## config.mk

```make
export PLATFORM = sky130hd
export DESIGN_NAME = gpio_input_port
export DESIGN_NICKNAME = d
export VERILOG_FILES = /design/src/rtl/gpio_input_port.sv
export SDC_FILE = /design/constraint.sdc
export NUM_CORES = 1
export LEC_CHECK = 0
export BUFFER_PORTS_ARGS = -buffer_cell sky130_fd_sc_hd__buf_2
export CORE_MARGIN = 2
export CORE_UTILIZATION = 51
export DETAILED_ROUTE_END_ITERATION = 7
export GPL_TIMING_DRIVEN = 0
export PLACE_DENSITY = 0.75
export SYNTH_ARGS = -nofsm -noshare
export SYNTH_HDL_FRONTEND = slang
export SYNTH_SLANG_ARGS = --single-unit
```

## constraint.sdc

```tcl
create_clock -name clk -period 6.4 [get_ports clk]
set_clock_uncertainty 0.1 [all_clocks]
set_input_delay 0.32 -clock clk [delete_from_list [all_inputs] [get_ports clk]]
set_output_delay 0.32 -clock clk [all_outputs]
set_load 0.005 [all_outputs]
```

## src/rtl/gpio_input_port.sv

```systemverilog
// GPIO input port: 32 pins, each synchronised, debounced on a divided tick, with a sticky
// masked rising-edge flag. The core reads and writes it through LDR/STR micro-ops on falling edges.

module gpio_in_lane (
  input  logic clk,
  input  logic rst,
  input  logic pin,
  input  logic tick,
  input  logic mask,
  input  logic clr,
  output logic stable,
  output logic flag,
  output logic flag_nxt
);
  logic sync1, sync2, sample;
  logic stable_nxt, rise;

  always_comb begin
    stable_nxt = stable;
    if (tick && (sync2 == sample)) stable_nxt = sync2;
    rise     = stable_nxt & ~stable & mask;
    // Set beats clear when a rise lands on the read-to-clear cycle.
    flag_nxt = (flag & ~clr) | rise;
  end

  always_ff @(negedge clk or posedge rst) begin
    if (rst) begin
      sync1  <= 1'b0;
      sync2  <= 1'b0;
      sample <= 1'b0;
      stable <= 1'b0;
      flag   <= 1'b0;
    end else begin
      sync1  <= pin;
      sync2  <= sync1;
      if (tick) sample <= sync2;
      stable <= stable_nxt;
      flag   <= flag_nxt;
    end
  end
endmodule

module gpio_input_port #(
  parameter logic [4:0]  LDR_UOP        = 5'd8,
  parameter logic [4:0]  STR_UOP        = 5'd9,
  parameter logic [31:0] PIN_ADDR       = 32'd36,
  parameter logic [31:0] EDGE_ADDR      = 32'd40,
  parameter logic [31:0] MASK_ADDR      = 32'd44,
  parameter int          DEBOUNCE_TICKS = 16
) (
  input  logic        clk,
  input  logic        rst,
  input  logic [4:0]  uop,
  input  logic [31:0] addr,
  input  logic [31:0] wdata,
  input  logic [31:0] pins_in,
  output logic [31:0] rdata,
  output logic        rvalid,
  output logic        irq
);
  localparam int NUM_LANES = 32;
  localparam int CNT_W     = (DEBOUNCE_TICKS > 1) ? $clog2(DEBOUNCE_TICKS) : 1;

  logic [CNT_W-1:0]     tick_cnt;
  logic                 tick;
  logic [NUM_LANES-1:0] stable, edge_q, edge_nxt, mask_q;
  logic [31:0]          rd_nxt;
  logic                 hit, clr;

  assign tick = (tick_cnt == CNT_W'(DEBOUNCE_TICKS - 1));

  always_comb begin
    rd_nxt = rdata;
    hit    = 1'b0;
    clr    = 1'b0;
    if (uop == LDR_UOP) begin
      case (addr)
        PIN_ADDR:  begin rd_nxt = stable; hit = 1'b1; end
        EDGE_ADDR: begin rd_nxt = edge_q; hit = 1'b1; clr = 1'b1; end
        MASK_ADDR: begin rd_nxt = mask_q; hit = 1'b1; end
        default:   ;
      endcase
    end
  end

  for (genvar g = 0; g < NUM_LANES; g++) begin : g_lane
    gpio_in_lane u_lane (
      .clk      (clk),
      .rst      (rst),
      .pin      (pins_in[g]),
      .tick     (tick),
      .mask     (mask_q[g]),
      .clr      (clr),
      .stable   (stable[g]),
      .flag     (edge_q[g]),
      .flag_nxt (edge_nxt[g])
    );
  end

  always_ff @(negedge clk or posedge rst) begin
    if (rst) begin
      tick_cnt <= '0;
      mask_q   <= '0;
      rdata    <= '0;
      rvalid   <= 1'b0;
      irq      <= 1'b0;
    end else begin
      tick_cnt <= tick ? '0 : tick_cnt + CNT_W'(1);
      if (uop == STR_UOP && addr == MASK_ADDR) mask_q <= wdata;
      rdata    <= rd_nxt;
      rvalid   <= hit;
      irq      <= |edge_nxt;
    end
  end
endmodule

```

==> impl_metrics.xml, run 1 <==
<?xml version="1.0" encoding="UTF-8"?>
<metrics>
  <group name="die">
    <metric name="io_pins" unit="">137</metric>
    <metric name="dieHeight" unit="um">140</metric>
    <metric name="die_width" unit="um">140</metric>
    <metric name="die_area" unit="mm^2">0.0197</metric>
    <metric name="start_util" unit="">0.524</metric>
    <metric name="core-area" unit="mm^2">0.0181</metric>
    <metric name="floorplan.rows" unit="">49</metric>
  </group>
  <group name="synthesis">
    <metric name="synthTopCellsByArea" unit="">sky130_fd_sc_hd__dfrtn_1, sky130_fd_sc_hd__o21ai_0, sky130_fd_sc_hd__mux2_4</metric>
    <metric name="synth_top_cell_area_share" unit="">0.607</metric>
    <metric name="synth_ff_type" unit="">sky130_fd_sc_hd__dfrtn_1</metric>
    <metric name="synth_largest_area_cell" unit="">sky130_fd_sc_hd__dfrtn_1</metric>
    <metric name="synth_most_common_cell" unit="">sky130_fd_sc_hd__dfrtn_1</metric>
    <metric name="async_flop_share" unit="">1.00</metric>
    <metric name="ys_warn_count" unit="">0</metric>
    <metric name="synth_enable_flop_cells" unit="">0</metric>
    <metric name="seq_area_frac_synth" unit="">0.607</metric>
    <metric name="yosys.cell_types.count" unit="">35</metric>
    <metric name="synth.top_cells.by_count" unit="">sky130_fd_sc_hd__dfrtn_1, sky130_fd_sc_hd__o21ai_0, sky130_fd_sc_hd__a21oi_1, sky130_fd_sc_hd__nor2_1, sky130_fd_sc_hd__nand2_1</metric>
    <metric name="synth_area" unit="mm^2">0.00948</metric>
    <metric name="post_synth.cell_area_avg" unit="um^2">12.3</metric>
    <metric name="netlist_instances" unit="">771</metric>
    <metric name="ys_ff_latch" unit="">230</metric>
    <metric name="synthesis.nets" unit="">875</metric>
  </group>
  <group name="timing">
    <metric name="hold_slack" unit="ns">0.193</metric>
    <metric name="maxSlewViolCount" unit="">0</metric>
    <metric name="grt_setup_unrepaired" unit="">no</metric>
    <metric name="timing.max_slew.rel_slack" unit="">0.450</metric>
    <metric name="setup_violations" unit="">0</metric>
    <metric name="worst-slew-pin-transition" unit="ns">0.823</metric>
    <metric name="finalWorstSetupSlack" unit="ns">1.12</metric>
    <metric name="timing.final.hold_violations" unit="">0</metric>
  </group>
  <group name="clocking">
    <metric name="cts_resized" unit="">0</metric>
    <metric name="cts_max_level" unit="">1</metric>
    <metric name="worst_setup_hold_path_clk_slew" unit="ns">0.04</metric>
    <metric name="hold_buffers" unit="">0</metric>
    <metric name="tritoncts.num_buffers" unit="">24</metric>
    <metric name="cts_root_buf" unit="">sky130_fd_sc_hd__clkbuf_16</metric>
    <metric name="postCtsSetupRepairBufs" unit="">0</metric>
    <metric name="tritoncts_num_sinks" unit="">230</metric>
    <metric name="cts_tree" unit="">yes</metric>
    <metric name="clk-insertion-delay-late" unit="ns">0.53</metric>
    <metric name="longest_clk_path_bufs" unit="">3</metric>
  </group>
  <group name="detailed_routing">
    <metric name="antenna_left" unit="">0</metric>
    <metric name="route.detailed.wl_per_inst" unit="um">19.9</metric>
    <metric name="detail_route.first_pass.iterations" unit="">5</metric>
    <metric name="wirelength" unit="um">23500</metric>
    <metric name="post-route-drc-count" unit="">0</metric>
    <metric name="drt_iter0_drc" unit="">521</metric>
    <metric name="route.detailed.vias_per_inst" unit="">5.85</metric>
    <metric name="vias" unit="">6911</metric>
  </group>
  <group name="run_status">
    <metric name="outcome" unit="">complete, no violations</metric>
  </group>
  <group name="critical_path">
    <metric name="worstPathMaxFanout" unit="">10</metric>
    <metric name="critical_setup_path_kind" unit="">input port to flip-flop</metric>
    <metric name="cp_cell_sequence" unit="">buf_2 &gt; nor4b_1 &gt; nand3b_4 &gt; nor4_4 &gt; buf_4 &gt; mux2_2</metric>
    <metric name="end_kind" unit="">flip-flop</metric>
    <metric name="start_kind" unit="">input port</metric>
    <metric name="worst_ep_arrival" unit="ns">2.35</metric>
    <metric name="worst_path_largest_cell_delay" unit="ns">0.66</metric>
    <metric name="worst-endpoint-required" unit="ns">3.47</metric>
    <metric name="crit_path_top_delay_cell" unit="">sky130_fd_sc_hd__nor4b_1</metric>
  </group>
  <group name="cells_and_area">
    <metric name="antenna_cells" unit="">0</metric>
    <metric name="layout_area_growth_over_synthesis" unit="%">19.2</metric>
    <metric name="drive_above_1_share" unit="">0.268</metric>
    <metric name="nFillCells" unit="">1429</metric>
    <metric name="final_nets" unit="">1041</metric>
  </group>
  <group name="global_routing">
    <metric name="groute.usage.overall" unit="">0.240</metric>
    <metric name="gr-total-overflow" unit="">0</metric>
    <metric name="grt_start_max_net_pins" unit="">44</metric>
    <metric name="first_global_vias" unit="">6856</metric>
    <metric name="grt_first_pass_wirelength" unit="um">37200</metric>
    <metric name="number_of_antenna_violations_at_the_first_check_in_global_routing" unit="">0</metric>
  </group>
  <group name="pwr">
    <metric name="peakVddDrop" unit="V">0.000206</metric>
    <metric name="p_leak" unit="nW">5.69</metric>
    <metric name="power.density" unit="mW/mm^2">266</metric>
  </group>
  <group name="placed_design">
    <metric name="pre_cts_slack" unit="ns">0.561</metric>
    <metric name="routabilityCongestion" unit="">0.865</metric>
    <metric name="io_buffer_count" unit="">135</metric>
    <metric name="dp_hpwl" unit="um">16200</metric>
  </group>
  <group name="min_path">
    <metric name="hp-class" unit="">flip-flop to flip-flop</metric>
  </group>
  <group name="flow_run">
    <metric name="max-cap-violations" unit="">0</metric>
  </group>
</metrics>
## cell usage in the layout (no fill, tap or decap), types with 2 or more instances in the layout
cell	instances
sky130_fd_sc_hd__clkbuf_16	24
sky130_fd_sc_hd__a2111o_1	8
sky130_fd_sc_hd__mux2i_1	32
sky130_fd_sc_hd__clkbuf_8	4
sky130_fd_sc_hd__nand2_1	43
sky130_fd_sc_hd__nand3_1	3
sky130_fd_sc_hd__nor3b_1	15
sky130_fd_sc_hd__nor4_1	16
sky130_fd_sc_hd__o21ai_0	98
sky130_fd_sc_hd__dfrtn_1	230
sky130_fd_sc_hd__a21oi_1	66
sky130_fd_sc_hd__and3b_1	8
sky130_fd_sc_hd__buf_2	141
sky130_fd_sc_hd__mux2_4	30
sky130_fd_sc_hd__clkbuf_1	29
sky130_fd_sc_hd__and4b_1	24
sky130_fd_sc_hd__a32o_1	32
sky130_fd_sc_hd__nand4_1	3
sky130_fd_sc_hd__nor2_1	44
sky130_fd_sc_hd__clkinvlp_4	2
sky130_fd_sc_hd__buf_6	3
sky130_fd_sc_hd__inv_1	33
sky130_fd_sc_hd__buf_12	5
sky130_fd_sc_hd__buf_4	3
sky130_fd_sc_hd__clkinv_2	3
sky130_fd_sc_hd__buf_1	4
sky130_fd_sc_hd__nor4_4	2
sky130_fd_sc_hd__nor4b_1	2
sky130_fd_sc_hd__mux2_2	33
## worst max-delay path: cells and delay by family
family / cells / cell delay, ns
buffers and inverters: 2 / 0.42
muxes: 1 / 0.36
and+or+nand+nor: 3 / 1.24
## layout make-up
type                            instances  area (um^2)  share of cell area
Tap cell                              229          287              0.0253
Timing Repair Buffer                  140          776              0.0686
Buffer                                 37          180              0.0159
Inverter                               34          131              0.0116
Multi-Input combinational cell        470         3420               0.303
Sequential cell                       230         5760               0.509
Clock buffer                           36          686              0.0607
Clock inverter                          6         68.8             0.00609
## flip-flops by register name, summed over array words and instances, names as in the netlist
| register | count |
|---|---|
| g_lane.u_lane.flag | 32 |
| g_lane.u_lane.sample | 32 |
| g_lane.u_lane.stable | 32 |
| g_lane.u_lane.sync1 | 32 |
| g_lane.u_lane.sync2 | 32 |
| irq | 1 |
| mask_q | 32 |
| rdata | 32 |
| rvalid | 1 |
| tick_cnt | 4 |
## metal layers
layer	up-vias	routed length [um]	global-route usage
met5	-	0	0
met4	0	684	0.0776
met3	46	1450	0.0417
met2	275	11300	0.394
met1	3444	9990	0.328
li1	3146	-	-
## report_power, final
| part | internal (mW) | switching, mW | total (mW) | leakage [nW] |
|---|---|---|---|---|
| Clock | 0.779 | 0.558 | 1.34 | 0.367 |
| Combinational | 0.0530 | 0.0787 | 0.132 | 2.47 |
| Sequential | 1.51 | 0.0354 | 1.54 | 2.85 |
## worst paths after layout
check | start | end | slack [ns] | cells after the start
min in group asynchronous | rst | g_lane[6].u_lane.sync1 | 2.94 | 2
min reg2reg | g_lane[28].u_lane.sync1 | g_lane[28].u_lane.sync2 | 0.19 | 0
max reg2reg | tick_cnt[0] | g_lane[0].u_lane.sample | 4.06 | 5
max in group asynchronous | rst | rdata[20] | 2.28 | 4
min | g_lane[28].u_lane.sync1 | g_lane[28].u_lane.sync2 | 0.19 | 0
max | addr[30] | mask_q[29] | 1.12 | 6
## cell families after synthesis
logic type / after synthesis / share of synthesized area
muxes: 96 / 0.122
AOI/OAI and AO/OA: 206 / 0.132
buffers and inverters: 71 / 0.0325
and+or+nand+nor: 166 / 0.105
DFF: 230 / 0.607
adders and majority gates: 1 / 0.00132
xor gates and xnor gates: 1 / 0.000924
## through the flow
| step | std cells | util | setup TNS [ns] | cell area, um^2 | power, mW |
|---|---|---|---|---|---|
| after floorplan | 771 | - | -20.35 | 9490 | 1.62 |
| after global placement | 1135 | 0.578 | -309.75 | 10400 | 1.69 |
| after detailed placement | 1140 | 0.583 | 0 | 10500 | 1.70 |
| after CTS | 1182 | 0.625 | 0 | 11300 | 3.03 |
| after global routing | 1182 | 0.625 | 0 | 11300 | 3.12 |
| final | 1182 | 0.625 | 0 | 11300 | 3.01 |
(Power assumes the default switching activity.)
==> run 2, diff against run 1 <==
--- a/config.mk
+++ b/config.mk
@@ -7,10 +7,10 @@
 export LEC_CHECK = 0
 export BUFFER_PORTS_ARGS = -buffer_cell sky130_fd_sc_hd__buf_2
 export CORE_MARGIN = 2
-export CORE_UTILIZATION = 51
+export CORE_UTILIZATION = 55
 export DETAILED_ROUTE_END_ITERATION = 7
 export GPL_TIMING_DRIVEN = 0
-export PLACE_DENSITY = 0.75
+export PLACE_DENSITY = 0.77
 export SYNTH_ARGS = -nofsm -noshare
 export SYNTH_HDL_FRONTEND = slang
 export SYNTH_SLANG_ARGS = --single-unit
==> constraint.sdc (replaced) <==
create_clock -name clk -period 4.9 [get_ports clk]
set_clock_uncertainty 0.1 [all_clocks]
set_input_delay 0.245 -clock clk [delete_from_list [all_inputs] [get_ports clk]]
set_output_delay 0.245 -clock clk [all_outputs]
set_load 0.005 [all_outputs]
==> impl_metrics.xml, run 2 (same netlist as run 1, synthesis figures left out) <==
<?xml version="1.0" encoding="UTF-8"?>
<metrics>
  <group name="timing">
    <metric name="timing.final.hold_violations" unit="">0</metric>
    <metric name="timing.max_slew.rel_slack" unit="">0.468</metric>
    <metric name="maxSlewViolCount" unit="">0</metric>
    <metric name="worst-slew-pin-transition" unit="ns">0.797</metric>
    <metric name="grt_setup_unrepaired" unit="">no</metric>
    <metric name="setup_violations" unit="">0</metric>
  </group>
  <group name="die">
    <metric name="die_area" unit="mm^2">0.0183</metric>
    <metric name="dieHeight" unit="um">135</metric>
    <metric name="io_pins" unit="">137</metric>
    <metric name="die_width" unit="um">135</metric>
    <metric name="floorplan.rows" unit="">48</metric>
    <metric name="core-area" unit="mm^2">0.0171</metric>
    <metric name="start_util" unit="">0.556</metric>
  </group>
  <group name="pwr">
    <metric name="pwr-share-clk" unit="">0.456</metric>
    <metric name="power.density" unit="mW/mm^2">355</metric>
    <metric name="switching_power" unit="mW">0.876</metric>
    <metric name="p_int" unit="mW">3.14</metric>
    <metric name="peakVddDrop" unit="V">0.000302</metric>
    <metric name="p_seq_frac" unit="">0.501</metric>
    <metric name="combinationalPowerShare" unit="">0.043</metric>
    <metric name="power.switching_fraction" unit="">0.218</metric>
    <metric name="p_leak" unit="nW">5.71</metric>
  </group>
  <group name="clocking">
    <metric name="tritoncts.num_buffers" unit="">24</metric>
    <metric name="tritoncts_num_sinks" unit="">230</metric>
    <metric name="cts_root_buf" unit="">sky130_fd_sc_hd__clkbuf_16</metric>
    <metric name="clk-insertion-delay-late" unit="ns">0.52</metric>
    <metric name="cts_max_level" unit="">1</metric>
    <metric name="postCtsSetupRepairBufs" unit="">0</metric>
    <metric name="cts_tree" unit="">yes</metric>
    <metric name="longest_clk_path_bufs" unit="">3</metric>
    <metric name="cts_resized" unit="">0</metric>
    <metric name="hold_buffers" unit="">0</metric>
    <metric name="worst_setup_hold_path_clk_slew" unit="ns">0.05</metric>
  </group>
  <group name="cells_and_area">
    <metric name="drive_above_1_share" unit="">0.269</metric>
    <metric name="layout_area_growth_over_synthesis" unit="%">19.5</metric>
    <metric name="antenna_cells" unit="">0</metric>
    <metric name="leading_cell_types_in_the_layout_fill_and_taps_excluded" unit="">sky130_fd_sc_hd__dfrtn_1, sky130_fd_sc_hd__buf_2, sky130_fd_sc_hd__o21ai_0</metric>
    <metric name="instances_no_fill" unit="">1176</metric>
    <metric name="multi_input_comb_area" unit="mm^2">0.00342</metric>
    <metric name="layout.cells.most_common" unit="">sky130_fd_sc_hd__dfrtn_1</metric>
    <metric name="postLayoutCoreUtil" unit="">0.664</metric>
    <metric name="nFillCells" unit="">1298</metric>
    <metric name="register_area" unit="mm^2">0.00576</metric>
    <metric name="final_nets" unit="">1041</metric>
  </group>
  <group name="detailed_routing">
    <metric name="wirelength" unit="um">23600</metric>
    <metric name="post-route-drc-count" unit="">0</metric>
    <metric name="detail_route.first_pass.iterations" unit="">7</metric>
    <metric name="antenna_left" unit="">0</metric>
    <metric name="vias" unit="">6922</metric>
    <metric name="route.detailed.vias_per_inst" unit="">5.89</metric>
    <metric name="route.detailed.wl_per_inst" unit="um">20.1</metric>
    <metric name="drt_iter0_drc" unit="">532</metric>
  </group>
  <group name="global_routing">
    <metric name="gr-total-overflow" unit="">0</metric>
    <metric name="grt_first_pass_wirelength" unit="um">37100</metric>
    <metric name="grt_start_max_net_pins" unit="">45</metric>
    <metric name="number_of_antenna_violations_at_the_first_check_in_global_routing" unit="">0</metric>
    <metric name="groute.usage.overall" unit="">0.263</metric>
    <metric name="first_global_vias" unit="">6878</metric>
  </group>
  <group name="critical_path">
    <metric name="critical_setup_path_kind" unit="">input port to flip-flop</metric>
    <metric name="worst-endpoint-required" unit="ns">2.71</metric>
    <metric name="end_kind" unit="">flip-flop</metric>
    <metric name="cp_num_buf_inv" unit="">2</metric>
    <metric name="cp_cell_sequence" unit="">buf_2 &gt; nor4b_1 &gt; nand3b_4 &gt; nor4_4 &gt; buf_4 &gt; mux2_2</metric>
    <metric name="worst_path_largest_cell_delay" unit="ns">0.64</metric>
    <metric name="start_kind" unit="">input port</metric>
    <metric name="worstPathMaxFanout" unit="">10</metric>
    <metric name="critical_path.top_delay_family" unit="">simple AND/OR/NAND/NOR gates</metric>
    <metric name="worst_ep_arrival" unit="ns">2.29</metric>
    <metric name="crit_path_top_delay_cell" unit="">sky130_fd_sc_hd__nor4b_1</metric>
  </group>
  <group name="placed_design">
    <metric name="dp_hpwl" unit="um">16000</metric>
    <metric name="routabilityCongestion" unit="">0.865</metric>
    <metric name="numPlacedInstances" unit="">1136</metric>
    <metric name="io_buffer_count" unit="">135</metric>
  </group>
  <group name="flow_run">
    <metric name="max-cap-violations" unit="">0</metric>
  </group>
  <group name="min_path">
    <metric name="hp-class" unit="">flip-flop to flip-flop</metric>
  </group>
  <group name="run_status">
    <metric name="outcome" unit="">complete, no violations</metric>
  </group>
</metrics>
-- run 2: power groups by stage --
stage                     sequential (mW)  combinational (mW)  clock, mW
after floorplan                      2.03              0.0923          0
after global placement               2.04               0.159          0
after detailed placement             2.04               0.173          0
after CTS                            2.01               0.175       1.84
after global routing                 2.02               0.195       1.92
final                                2.01               0.171       1.83
-- run 2: layer usage --
| layer | track usage | share of wire |
|---|---|---|
| met5 | 0 | 0 |
| met1 | 0.369 | 0.42 |
| met4 | 0.0880 | 0.028 |
| met2 | 0.426 | 0.48 |
| met3 | 0.0423 | 0.071 |
-- run 2: cell type report --
class	instances	share of cell area
Sequential cell	230	0.508
Multi-Input combinational cell	470	0.302
Timing Repair Buffer	140	0.0685
Clock buffer	35	0.0629
Tap cell	225	0.0248
Buffer	37	0.0159
Inverter	34	0.0116
Clock inverter	5	0.00662
-- run 2: final timing paths --
| kind | startpoint | endpoint | depth (start not counted) | slack, ns |
|---|---|---|---|---|
| setup / recovery | addr[30] | mask_q[28] | 6 | 0.42 |
| hold / removal | g_lane[17].u_lane.sync1 | g_lane[17].u_lane.sync2 | 0 | 0.19 |
| setup reg to reg | tick_cnt[0] | g_lane[16].u_lane.stable | 6 | 2.60 |
| hold reg to reg | g_lane[17].u_lane.sync1 | g_lane[17].u_lane.sync2 | 0 | 0.19 |
| max in group asynchronous | rst | g_lane[19].u_lane.sync1 | 4 | 1.62 |
| min in group asynchronous | rst | g_lane[4].u_lane.sync1 | 2 | 2.11 |
-- run 2: metrics by stage --
stage	TNS, ns	total power, mW	hold slack, ns	setup slack (ns)	area (um^2)
CTS	0	4.03	0.195	0.417	11300
global route	0	4.14	0.200	0.357	11300
detailed placement	-2.43	2.22	0.195	-0.0701	10500
global placement	-464.06	2.20	0.192	-2.03	10400
finish	0	4.02	0.193	0.421	11300
floorplan	-175.61	2.12	0.192	-0.763	9490
-- run 2: worst reg2reg max path: cells and delay by family, from the launching register on --
kind / cells / cell delay (ns)
DFF: 1 / 0.45
and+or+nand+nor: 1 / 0.19
AOI/OAI and AO/OA: 2 / 0.33
buffers and inverters: 2 / 1.02
adders and majority gates: 1 / 0.23
==> run 3, diff against run 2 <==
--- a/config.mk
+++ b/config.mk
@@ -10,7 +10,9 @@
 export CORE_UTILIZATION = 55
 export DETAILED_ROUTE_END_ITERATION = 7
 export GPL_TIMING_DRIVEN = 0
+export MAX_ROUTING_LAYER = met4
 export PLACE_DENSITY = 0.77
+export RECOVER_POWER = 25
 export SYNTH_ARGS = -nofsm -noshare
 export SYNTH_HDL_FRONTEND = slang
 export SYNTH_SLANG_ARGS = --single-unit
==> impl_metrics.xml, run 3 (same netlist as run 1, synthesis figures left out) <==
<?xml version="1.0" encoding="UTF-8"?>
<metrics>
  <group name="die">
    <metric name="die_area" unit="mm^2">0.0183</metric>
    <metric name="core-area" unit="mm^2">0.0171</metric>
    <metric name="floorplan.rows" unit="">48</metric>
    <metric name="dieHeight" unit="um">135</metric>
    <metric name="die_width" unit="um">135</metric>
    <metric name="start_util" unit="">0.556</metric>
    <metric name="io_pins" unit="">137</metric>
  </group>
  <group name="placed_design">
    <metric name="dp_hpwl" unit="um">16000</metric>
    <metric name="io_buffer_count" unit="">135</metric>
    <metric name="post_dp_cell_area" unit="mm^2">0.0105</metric>
    <metric name="routabilityCongestion" unit="">0.879</metric>
    <metric name="numPlacedInstances" unit="">1136</metric>
  </group>
  <group name="pwr">
    <metric name="p_leak" unit="nW">5.71</metric>
    <metric name="power.density" unit="mW/mm^2">354</metric>
    <metric name="peakVddDrop" unit="V">0.000302</metric>
  </group>
  <group name="global_routing">
    <metric name="grt_start_max_net_pins" unit="">45</metric>
    <metric name="groute.usage.overall" unit="">0.272</metric>
    <metric name="gr-total-overflow" unit="">0</metric>
    <metric name="first_global_vias" unit="">6854</metric>
    <metric name="number_of_antenna_violations_at_the_first_check_in_global_routing" unit="">0</metric>
    <metric name="grt_first_pass_wirelength" unit="um">37200</metric>
  </group>
  <group name="timing">
    <metric name="grt_setup_unrepaired" unit="">no</metric>
    <metric name="timing.max_slew.rel_slack" unit="">0.463</metric>
    <metric name="worst-slew-pin-transition" unit="ns">0.804</metric>
    <metric name="setup_violations" unit="">0</metric>
    <metric name="timing.final.hold_violations" unit="">0</metric>
    <metric name="maxSlewViolCount" unit="">0</metric>
  </group>
  <group name="clocking">
    <metric name="worst_setup_hold_path_clk_slew" unit="ns">0.05</metric>
    <metric name="clk-insertion-delay-late" unit="ns">0.52</metric>
    <metric name="postCtsSetupRepairBufs" unit="">0</metric>
    <metric name="longest_clk_path_bufs" unit="">3</metric>
    <metric name="cts_max_level" unit="">1</metric>
    <metric name="cts_resized" unit="">0</metric>
    <metric name="hold_buffers" unit="">0</metric>
    <metric name="tritoncts_num_sinks" unit="">230</metric>
    <metric name="tritoncts.num_buffers" unit="">24</metric>
    <metric name="cts_root_buf" unit="">sky130_fd_sc_hd__clkbuf_16</metric>
    <metric name="cts_tree" unit="">yes</metric>
  </group>
  <group name="cells_and_area">
    <metric name="final_nets" unit="">1041</metric>
    <metric name="layout.cells.most_common" unit="">sky130_fd_sc_hd__dfrtn_1</metric>
    <metric name="antenna_cells" unit="">0</metric>
    <metric name="leading_cell_types_in_the_layout_fill_and_taps_excluded" unit="">sky130_fd_sc_hd__dfrtn_1, sky130_fd_sc_hd__buf_2, sky130_fd_sc_hd__o21ai_0</metric>
    <metric name="drive_above_1_share" unit="">0.269</metric>
    <metric name="layout_area_growth_over_synthesis" unit="%">19.5</metric>
    <metric name="instances_no_fill" unit="">1176</metric>
    <metric name="final_cell_area" unit="mm^2">0.0113</metric>
  </group>
  <group name="critical_path">
    <metric name="worst_path_largest_cell_delay" unit="ns">0.64</metric>
    <metric name="cp-startpoint" unit="">addr[30]</metric>
    <metric name="worstRegToRegCells" unit="">6</metric>
    <metric name="worstPathMaxFanout" unit="">10</metric>
    <metric name="start_kind" unit="">input port</metric>
    <metric name="critical_setup_path_kind" unit="">input port to flip-flop</metric>
    <metric name="crit_path_top_delay_cell" unit="">sky130_fd_sc_hd__nor4b_1</metric>
    <metric name="end_kind" unit="">flip-flop</metric>
    <metric name="cp_cell_sequence" unit="">buf_2 &gt; nor4b_1 &gt; nand3b_4 &gt; nor4_4 &gt; buf_4 &gt; mux2_2</metric>
    <metric name="critical_path.top_delay_family" unit="">simple AND/OR/NAND/NOR gates</metric>
    <metric name="worst_ep_arrival" unit="ns">2.29</metric>
    <metric name="cp_num_buf_inv" unit="">2</metric>
    <metric name="worst-endpoint-required" unit="ns">2.71</metric>
    <metric name="r2r-end" unit="">g_lane[19].u_lane.stable</metric>
    <metric name="setup.reg_to_reg.worst_slack" unit="ns">2.58</metric>
    <metric name="rr_startpoint" unit="">tick_cnt[0]</metric>
  </group>
  <group name="flow_run">
    <metric name="max-cap-violations" unit="">0</metric>
  </group>
  <group name="detailed_routing">
    <metric name="route.detailed.wl_per_inst" unit="um">20.1</metric>
    <metric name="detail_route.first_pass.iterations" unit="">7</metric>
    <metric name="drt_iter0_drc" unit="">536</metric>
    <metric name="vias" unit="">6899</metric>
    <metric name="antenna_left" unit="">0</metric>
    <metric name="wirelength" unit="um">23600</metric>
    <metric name="route.detailed.vias_per_inst" unit="">5.87</metric>
    <metric name="post-route-drc-count" unit="">0</metric>
  </group>
  <group name="min_path">
    <metric name="hold_path_depth" unit="">0</metric>
    <metric name="hp-start" unit="">g_lane[17].u_lane.sync1</metric>
    <metric name="hp-class" unit="">flip-flop to flip-flop</metric>
    <metric name="min_to" unit="">g_lane[17].u_lane.sync2</metric>
  </group>
  <group name="run_status">
    <metric name="outcome" unit="">complete, no violations</metric>
  </group>
</metrics>
-- run 3: cell types whose count changed in the layout (fill, tap and decap cells not counted), sizes merged --
cell,change
clkbuf,+1
buf,-1
-- run 3: stage by stage --
stage	setup slack [ns]	power, mW	hold WS, ns	util	setup TNS, ns
after floorplan	-0.763	2.12	0.192	-	-175.61
after global placement	-2.03	2.20	0.192	0.612	-464.06
after detailed placement	-0.0701	2.22	0.195	0.618	-2.43
after CTS	0.417	4.03	0.195	0.664	0
after global routing	0.357	4.14	0.200	0.664	0
final	0.417	4.01	0.193	0.664	0
-- run 3: worst register-to-register path, cell delays in order, from the launching register on --
cell and delay (ns):
sky130_fd_sc_hd__dfrtn_1 0.45, sky130_fd_sc_hd__ha_1 0.23, sky130_fd_sc_hd__and3_1 0.19, sky130_fd_sc_hd__clkbuf_1 0.46, sky130_fd_sc_hd__clkbuf_1 0.56, sky130_fd_sc_hd__a21oi_1 0.14, sky130_fd_sc_hd__o21ai_0 0.20
-- run 3: power by group --
| part | internal, mW | total, mW | switching (mW) |
|---|---|---|---|
| Clock | 1.11 | 1.83 | 0.723 |
| Combinational | 0.0692 | 0.172 | 0.102 |
| Sequential | 1.97 | 2.01 | 0.0462 |
-- run 3: worst max-delay path by stage --
stage | end | cells after the start
global placement | g_lane[17].u_lane.sync2 | 2
detailed placement | mask_q[27] | 6
finish | mask_q[28] | 6
global route | mask_q[30] | 6
CTS | mask_q[3] | 6
floorplan | g_lane[0].u_lane.flag | 1
-- run 3: cell type report --
type	instances	area, um^2
clock inverters	5	75.1
fillers	1298	5720
well taps	225	282
multi-input cells	470	3420
flip-flops and latches	230	5760
clock buffers	35	713
plain buffers	37	180
repair buffers	140	776
inverters	34	131
-- run 3: per-layer routing --
metal	share of wire	up-vias	GRT usage	wire, um
li1	-	3128	-	-
met1	0.42	3437	0.373	10000
met2	0.48	288	0.424	11400
met3	0.066	46	0.0415	1560
met4	0.029	0	0.0880	674
met5	0	-	-	0
